[src/rtl/smc_cfg_pkg.sv]
// smc_cfg_pkg
// Shared definitions for the SMC config-register reader and any checker that
// needs to interpret the config word: FSM state encoding, field positions
// within the 32-bit config word, the default signature, and the decoded
// field bundle.
package smc_cfg_pkg;

    typedef enum logic [2:0] {
        ST_AUTO = 3'd0,
        ST_IDLE = 3'd1,
        ST_SEL  = 3'd2,
        ST_CHK  = 3'd3,
        ST_GAP  = 3'd4,
        ST_DONE = 3'd5
    } state_e;

    localparam int NUM_CS_LSB = 0;
    localparam int NUM_CS_W   = 8;
    localparam int MODE_LSB   = 8;
    localparam int MODE_W     = 14;
    localparam int SIG_LSB    = 30;
    localparam int SIG_W      = 2;

    localparam logic [SIG_W-1:0] SIG_DEFAULT = 2'b11;

    // Decoded view of one config word; the raw word travels with its fields
    // so the accepted word and its slices are always loaded together.
    typedef struct packed {
        logic [31:0]         word;
        logic [SIG_W-1:0]    sig;
        logic [MODE_W-1:0]   mode;
        logic [NUM_CS_W-1:0] num_cs;
    } cfg_fields_t;

endpackage

[src/rtl/smc_cfg_reader_decode.sv]
// smc_cfg_decode
// Purely combinational slicing of a 32-bit SMC config word into its fields.
// Also used by the register slice's checker, so it carries no state.
// Ports:
//   word_i   [31:0]  raw config word
//   fields_o         decoded fields plus the raw word (cfg_fields_t)
module smc_cfg_decode
    import smc_cfg_pkg::*;
(
    input  logic [31:0] word_i,
    output cfg_fields_t fields_o
);

    assign fields_o = '{
        word:   word_i,
        sig:    word_i[SIG_LSB +: SIG_W],
        mode:   word_i[MODE_LSB +: MODE_W],
        num_cs: word_i[NUM_CS_LSB +: NUM_CS_W]
    };

endmodule

[src/rtl/smc_cfg_reader.sv]
// smc_cfg_reader
// Initiator for the SMC read-only config register. Selects the register,
// samples rdata on NUM_SAMPLES consecutive cycles, requires all samples to
// match and the signature bits to equal SIG, retries up to MAX_RETRY times,
// then publishes the registered, decoded fields with a start/busy/done
// handshake. Runs once automatically after reset and again on each start.
//
// Optional feature macro: SMC_CFG_REFRESH_EN
//   When defined, a 16-bit idle down-counter re-triggers a read every 65536
//   idle cycles. A refresh keeps cfg_valid and the fields until CHK; a failed
//   refresh leaves them untouched and raises cfg_err alongside cfg_valid.
//
// Ports:
//   hclk         in   system clock
//   n_sys_reset  in   asynchronous active-low reset
//   start        in   one-cycle read request, honoured only in IDLE
//   selreg       out  select to the config register
//   rdata        in   [31:0] config register data (combinational on selreg)
//   busy         out  read sequence in progress
//   done         out  one-cycle pulse, cfg_valid/cfg_err updated
//   cfg_valid    out  decoded fields valid
//   cfg_err      out  retries exhausted
//   num_cs       out  [7:0]  accepted word [7:0]
//   mode_fields  out  [13:0] accepted word [21:8], field0 in [1:0]
//   sig_flags    out  [1:0]  accepted word [31:30]
//   cfg_word     out  [31:0] accepted word
//
// state | meaning
// AUTO  | first cycle after reset; launches a read without start
// IDLE  | waiting for start (or refresh tick)
// SEL   | selreg high, one rdata sample per cycle
// CHK   | judge stability + signature; accept, retry or give up
// GAP   | one deselected cycle between retries
// DONE  | done pulse, retry count cleared
module smc_cfg_reader
    import smc_cfg_pkg::*;
#(
    parameter int               NUM_SAMPLES = 2,
    parameter int               MAX_RETRY   = 3,
    parameter logic [SIG_W-1:0] SIG         = SIG_DEFAULT
) (
    input  logic        hclk,
    input  logic        n_sys_reset,
    input  logic        start,
    output logic        selreg,
    input  logic [31:0] rdata,
    output logic        busy,
    output logic        done,
    output logic        cfg_valid,
    output logic        cfg_err,
    output logic [7:0]  num_cs,
    output logic [13:0] mode_fields,
    output logic [1:0]  sig_flags,
    output logic [31:0] cfg_word
);

    localparam logic [3:0] LAST_SAMPLE = 4'(NUM_SAMPLES - 1);
    localparam logic [3:0] MAX_RETRY_C = 4'(MAX_RETRY);

    state_e      state_q;
    logic        selreg_q;
    logic        busy_q;
    logic        done_q;
    logic        valid_q;
    logic        err_q;
    cfg_fields_t cfg_q;
    logic [31:0] first_word_q;
    logic        mismatch_q;
    logic [3:0]  sample_cnt_q;
    logic [3:0]  retry_cnt_q;

    cfg_fields_t fields_chk;
    logic        refresh_tick;

    smc_cfg_decode u_decode (
        .word_i   (first_word_q),
        .fields_o (fields_chk)
    );

`ifdef SMC_CFG_REFRESH_EN
    // Reloaded whenever the FSM is busy, so the 65536 cycles are counted
    // from entry into IDLE.
    logic [15:0] refresh_cnt_q;

    always_ff @(posedge hclk or negedge n_sys_reset) begin
        if (!n_sys_reset) begin
            refresh_cnt_q <= 16'hFFFF;
        end else if (state_q != ST_IDLE) begin
            refresh_cnt_q <= 16'hFFFF;
        end else if (refresh_cnt_q != 16'd0) begin
            refresh_cnt_q <= refresh_cnt_q - 16'd1;
        end
    end

    assign refresh_tick = (state_q == ST_IDLE) && (refresh_cnt_q == 16'd0);
`else
    assign refresh_tick = 1'b0;
`endif

    always_ff @(posedge hclk or negedge n_sys_reset) begin
        if (!n_sys_reset) begin
            state_q      <= ST_AUTO;
            selreg_q     <= 1'b0;
            busy_q       <= 1'b0;
            done_q       <= 1'b0;
            valid_q      <= 1'b0;
            err_q        <= 1'b0;
            cfg_q        <= '0;
            first_word_q <= '0;
            mismatch_q   <= 1'b0;
            sample_cnt_q <= '0;
            retry_cnt_q  <= '0;
        end else begin
            done_q <= 1'b0;
            unique case (state_q)
                ST_AUTO: begin
                    state_q      <= ST_SEL;
                    selreg_q     <= 1'b1;
                    busy_q       <= 1'b1;
                    sample_cnt_q <= '0;
                    mismatch_q   <= 1'b0;
                end
                ST_IDLE: begin
                    if (start || refresh_tick) begin
                        // An explicit request invalidates the old config; a
                        // refresh keeps publishing it until the new verdict.
                        if (start) begin
                            valid_q <= 1'b0;
                            err_q   <= 1'b0;
                        end
                        state_q      <= ST_SEL;
                        selreg_q     <= 1'b1;
                        busy_q       <= 1'b1;
                        sample_cnt_q <= '0;
                        mismatch_q   <= 1'b0;
                    end
                end
                ST_SEL: begin
                    if (sample_cnt_q == 4'd0) begin
                        first_word_q <= rdata;
                    end else if (rdata != first_word_q) begin
                        mismatch_q <= 1'b1;
                    end
                    if (sample_cnt_q >= LAST_SAMPLE) begin
                        state_q  <= ST_CHK;
                        selreg_q <= 1'b0;
                    end else begin
                        sample_cnt_q <= sample_cnt_q + 4'd1;
                    end
                end
                ST_CHK: begin
                    if (!mismatch_q && (fields_chk.sig == SIG)) begin
                        cfg_q   <= fields_chk;
                        valid_q <= 1'b1;
                        err_q   <= 1'b0;
                        state_q <= ST_DONE;
                        done_q  <= 1'b1;
                        busy_q  <= 1'b0;
                    end else if (retry_cnt_q < MAX_RETRY_C) begin
                        retry_cnt_q <= retry_cnt_q + 4'd1;
                        state_q     <= ST_GAP;
                    end else begin
                        // Fields and cfg_valid are left as they are: cleared
                        // by start, or still the previous word on a refresh.
                        err_q   <= 1'b1;
                        state_q <= ST_DONE;
                        done_q  <= 1'b1;
                        busy_q  <= 1'b0;
                    end
                end
                ST_GAP: begin
                    state_q      <= ST_SEL;
                    selreg_q     <= 1'b1;
                    sample_cnt_q <= '0;
                    mismatch_q   <= 1'b0;
                end
                ST_DONE: begin
                    retry_cnt_q <= '0;
                    state_q     <= ST_IDLE;
                end
                default: begin
                    state_q  <= ST_IDLE;
                    selreg_q <= 1'b0;
                    busy_q   <= 1'b0;
                end
            endcase
        end
    end

    assign selreg      = selreg_q;
    assign busy        = busy_q;
    assign done        = done_q;
    assign cfg_valid   = valid_q;
    assign cfg_err     = err_q;
    assign num_cs      = cfg_q.num_cs;
    assign mode_fields = cfg_q.mode;
    assign sig_flags   = cfg_q.sig;
    assign cfg_word    = cfg_q.word;

endmodule

[config.mk]
export PLATFORM = sky130hd
export DESIGN_NAME = smc_cfg_reader
export DESIGN_NICKNAME = d
export VERILOG_FILES = /design/src/rtl/smc_cfg_pkg.sv /design/src/rtl/smc_cfg_reader_decode.sv /design/src/rtl/smc_cfg_reader.sv
export SDC_FILE = /design/constraint.sdc
export NUM_CORES = 1
export LEC_CHECK = 0
export BUFFER_PORTS_ARGS = -buffer_cell sky130_fd_sc_hd__buf_2
export CAP_MARGIN = 20
export CORE_ASPECT_RATIO = 1.25
export CORE_MARGIN = 3
export CORE_UTILIZATION = 54
export DETAILED_ROUTE_END_ITERATION = 7
export MAX_ROUTING_LAYER = met4
export PLACE_DENSITY = 0.83
export REMOVE_ABC_BUFFERS = 1
export SETUP_SLACK_MARGIN = 0.5
export SYNTH_ARGS = -nofsm -noshare
export SYNTH_HDL_FRONTEND = slang
export SYNTH_SLANG_ARGS = --single-unit
[constraint.sdc]
create_clock -name hclk -period 1.9 [get_ports hclk]
set_input_delay 0.19 -clock hclk [delete_from_list [all_inputs] [get_ports hclk]]
set_output_delay 0.19 -clock hclk [all_outputs]
set_load 0.01 [all_outputs]
==> flow_summary_export.csv <==
group,metric,value,unit
floorplanning,die_x,83.1,um
cts,root_buffer,"clkbuf_8",
placed_design,dp_cells,448,
timing,fmax,0.612,GHz
cts,cts_inserted_buffers,9,
global_routing,met3_usage,4.60,%
routing,via_per_inst,5.53,
timing,period_share,86.0,%
final_layout,diodes,0,
timing,clock_skew,0.0148,ns
floorplanning,dieArea,8500,sq um
cts,clk_latency,0.36,ns
final_layout,register_area,2030,sq um
pwr,vdd_drop_max,0.000991,V
logic_synthesis,ys_types,41,
timing,rsz0062_at_grt,"true",
global_routing,grt_max_degree,41,
cts,clkSlewWorstSetupHoldPaths,0.09,ns
final_layout,final_layout_size_suffix_gt1_share,59.4,%
timing,fin_crit,1.63,ns
run,maxCapViolCount,0,
global_routing,grt_pass1_vias,2710,
timing,hold_violations,0,
hold_path,hold_class,"input port to flip-flop",
worst_setup_path,start_kind,"flip-flop",
global_routing,grt_use_met1,26.8,%
logic_synthesis,synth_edf_count,0,
placed_design,dpl-instance-area,4430,sq um
placed_design,gp_congestion,0.763,
worst_setup_path,crit_fanout,4,
worst_setup_path,slowest_delay,0.58,ns
worst_setup_path,endpoint_kind,"flip-flop",
final_layout,synthToLayoutAreaGrowth,28.6,%
cts,cts_buffer_depth,2,
cts,h-tree-depth,3,
final_layout,multiInputGateArea,1810,sq um
worst_setup_path,cp.required,2.14,ns
cts,clock_sink_count,81,
logic_synthesis,ys_warn_count,0,
final_layout,filler_cell_count,423,
routing,first_pass_iters,5,
logic_synthesis,netlist_area,4010,sq um
logic_synthesis,synthTopCellsByCount,"81 x dfrtp_1, 58 x mux2_4, 27 x buf_4",
final_layout,design_area,5150,sq um
global_routing,met2_usage,40.5,%
pwr,powerDensity,1890,nW/um^2
pwr,p_total,9740,uW
logic_synthesis,synth-seq-cells,81,
cts,cts_tree,"done",
worst_setup_path,reg2regPathDepth,5,
worst_setup_path,critPathArrivalTime,1.87,ns
timing,worst_pin_slew,0.518,ns
timing,drv_slew,0,
pwr,p_leak,0.00257,uW
logic_synthesis,synth_cells,287,
routing,ant_nets,0,
logic_synthesis,yosys.area.top_type,"dfrtp_1",
worst_setup_path,criticalPathCategory,"flip-flop to flip-flop",
timing,setup-tns-final,0,ns
placed_design,post-dp-hpwl,5680,um
global_routing,grt.overflow.total,0,
routing,num_vias,2730,
routing,wire_per_inst,20.4,um
status,status,"complete, no violations",
routing,drc_errors,0,
floorplanning,die_h,102,um
logic_synthesis,yosys.area.top_type_share,50.6,%
hold_path,hold_depth,2,
worst_setup_path,slowest_stage,"or4_4",
routing,wl,10100,um
logic_synthesis,syn_area_per_cell,14.0,sq um
floorplanning,coreArea,7100,sq um
logic_synthesis,synth_most_common_cell,"dfrtp_1",
final_layout,final_cells,494,
timing,maxSlewHeadroom,65.5,%
final_layout,nNetsFinal,438,
global_routing,antenna_found_initial,0,
worst_setup_path,cp_cell_sequence,"and3b_4, or4_4, o21ai_2, nand2_1, o2bb2ai_1",
global_routing,gr-max-usage-layer,"met2",
global_routing,grt_pass1_wl,14700,um
floorplanning,ioPinCount,96,
placed_design,portBuffers,95,
logic_synthesis,synthArstFlopShare,100,%
floorplanning,initial_core_util,56.4,%
routing,drt_iter0_drc,179,
floorplanning,rows,34,
logic_synthesis,yosysSeqAreaShare,50.6,%
timing,whs,0.0789,ns
global_routing,grt_use_total,23.1,%
logic_synthesis,synth_area_leaders,"dfrtp_1 51%, mux2_4 22%, buf_4 5.1%, xor2_1 3.9%, xnor2_1 3.1%",
logic_synthesis,ys.flop_type,"dfrtp_1",
timing,finalSetupViolations,0,
-- cell usage in the layout, fill, tap and decap left out, drive strengths merged --
master and n:
nor4 7, and3 1, nor3b 1, a22oi 1
o21ai 5, nand2 6, mux2 62, bufinv 1
o2bb2ai 2, clkinv 3, a21oi 9, a221oi 1
o31ai 3, clkinvlp 1, nand3 5, or3 1
o22a 1, a31oi 1, and2 4, xor2 18
dfrtp 81, inv 8, nor3 3, nor2 6
clkbuf 12, o22ai 1, ha 4, or2 2
dlygate4sd3 1, nand4 4, nand3b 1, or4 1
a21o 1, xnor2 14, buf 131, and3b 1
-- power by group --
part | internal (uW) | switching (uW)
combinational | 2980 | 2180
clock | 619 | 681
sequential | 2540 | 737
total | 6140 | 3600
-- per-layer routing --
metal,part of all wire (%),up-vias,routed length (um)
li1,-,1205,-
met1,38,1400,3870
met2,54,103,5480
met3,4.6,22,459
met4,2.8,0,280
met5,0,-,0
-- worst max-delay path, delay by kind of cell, from the launching register on --
kind / cells / cell delay, ns
compound gates: 2 / 0.27
flops: 1 / 0.39
simple gates: 3 / 0.87
-- stage by stage --
stage               utilization (%)  setup WS (ns)
finish                         72.6          0.267
global placement               62.3          0.269
floorplan                         -         -0.540
detailed placement             62.3          0.219
CTS                            69.1          0.296
global route                   72.6          0.213
-- flip-flops by register name, summed over array words and instances (netlist names) --
name	flops
busy	1
done	1
sample_cnt_q	4
retry_cnt_q	4
first_word_q	32
selreg	1
cfg_err	1
cfg_word	32
mismatch_q	1
state_q	3
cfg_valid	1
-- layout make-up --
class,count,area share [%]
clock inverters,7,1.50
multi-input cells,166,35.1
inverters,6,0.485
flip-flops and latches,81,39.4
clock buffers,9,2.40
well taps,90,2.18
repair buffers,135,19.0
-- what timing repair did --
item | CTS | global route
hold endpoints to repair | 37 | 0
setup buffers | 15 | 7
resized for setup | 19 | 25
pin swaps | 10 | 10
setup endpoints to repair | 73 | 76
cloned | 3 | 4
hold buffers | 1 | 0
-- path summary, 6_finish.rpt --
path | from | endpoint | slack, ns
setup / recovery | first_word_q[30] | retry_cnt_q[0] | 0.27
setup reg to reg | first_word_q[30] | retry_cnt_q[0] | 0.27
hold reg to reg | cfg_word[30] | cfg_word[30] | 0.50
max in group asynchronous | n_sys_reset | first_word_q[9] | 0.93
hold / removal | rdata[19] | first_word_q[19] | 0.08
min in group asynchronous | n_sys_reset | cfg_word[16] | 0.34
-- logic make-up (layout without fill, tap and decap cells) --
logic type	count (synthesis)	after routing	synth area share, %
AND/OR/NAND/NOR	43	43	7.06
multiplexers	62	62	22.9
adder cells (fa/ha/maj)	4	4	1.25
AO/OA/AOI/OAI	25	25	3.87
buffers and inverters	40	157	7.40
flip-flops	81	81	50.6
XOR/XNOR	32	32	6.99
Power figures use the tool's default switching activity.
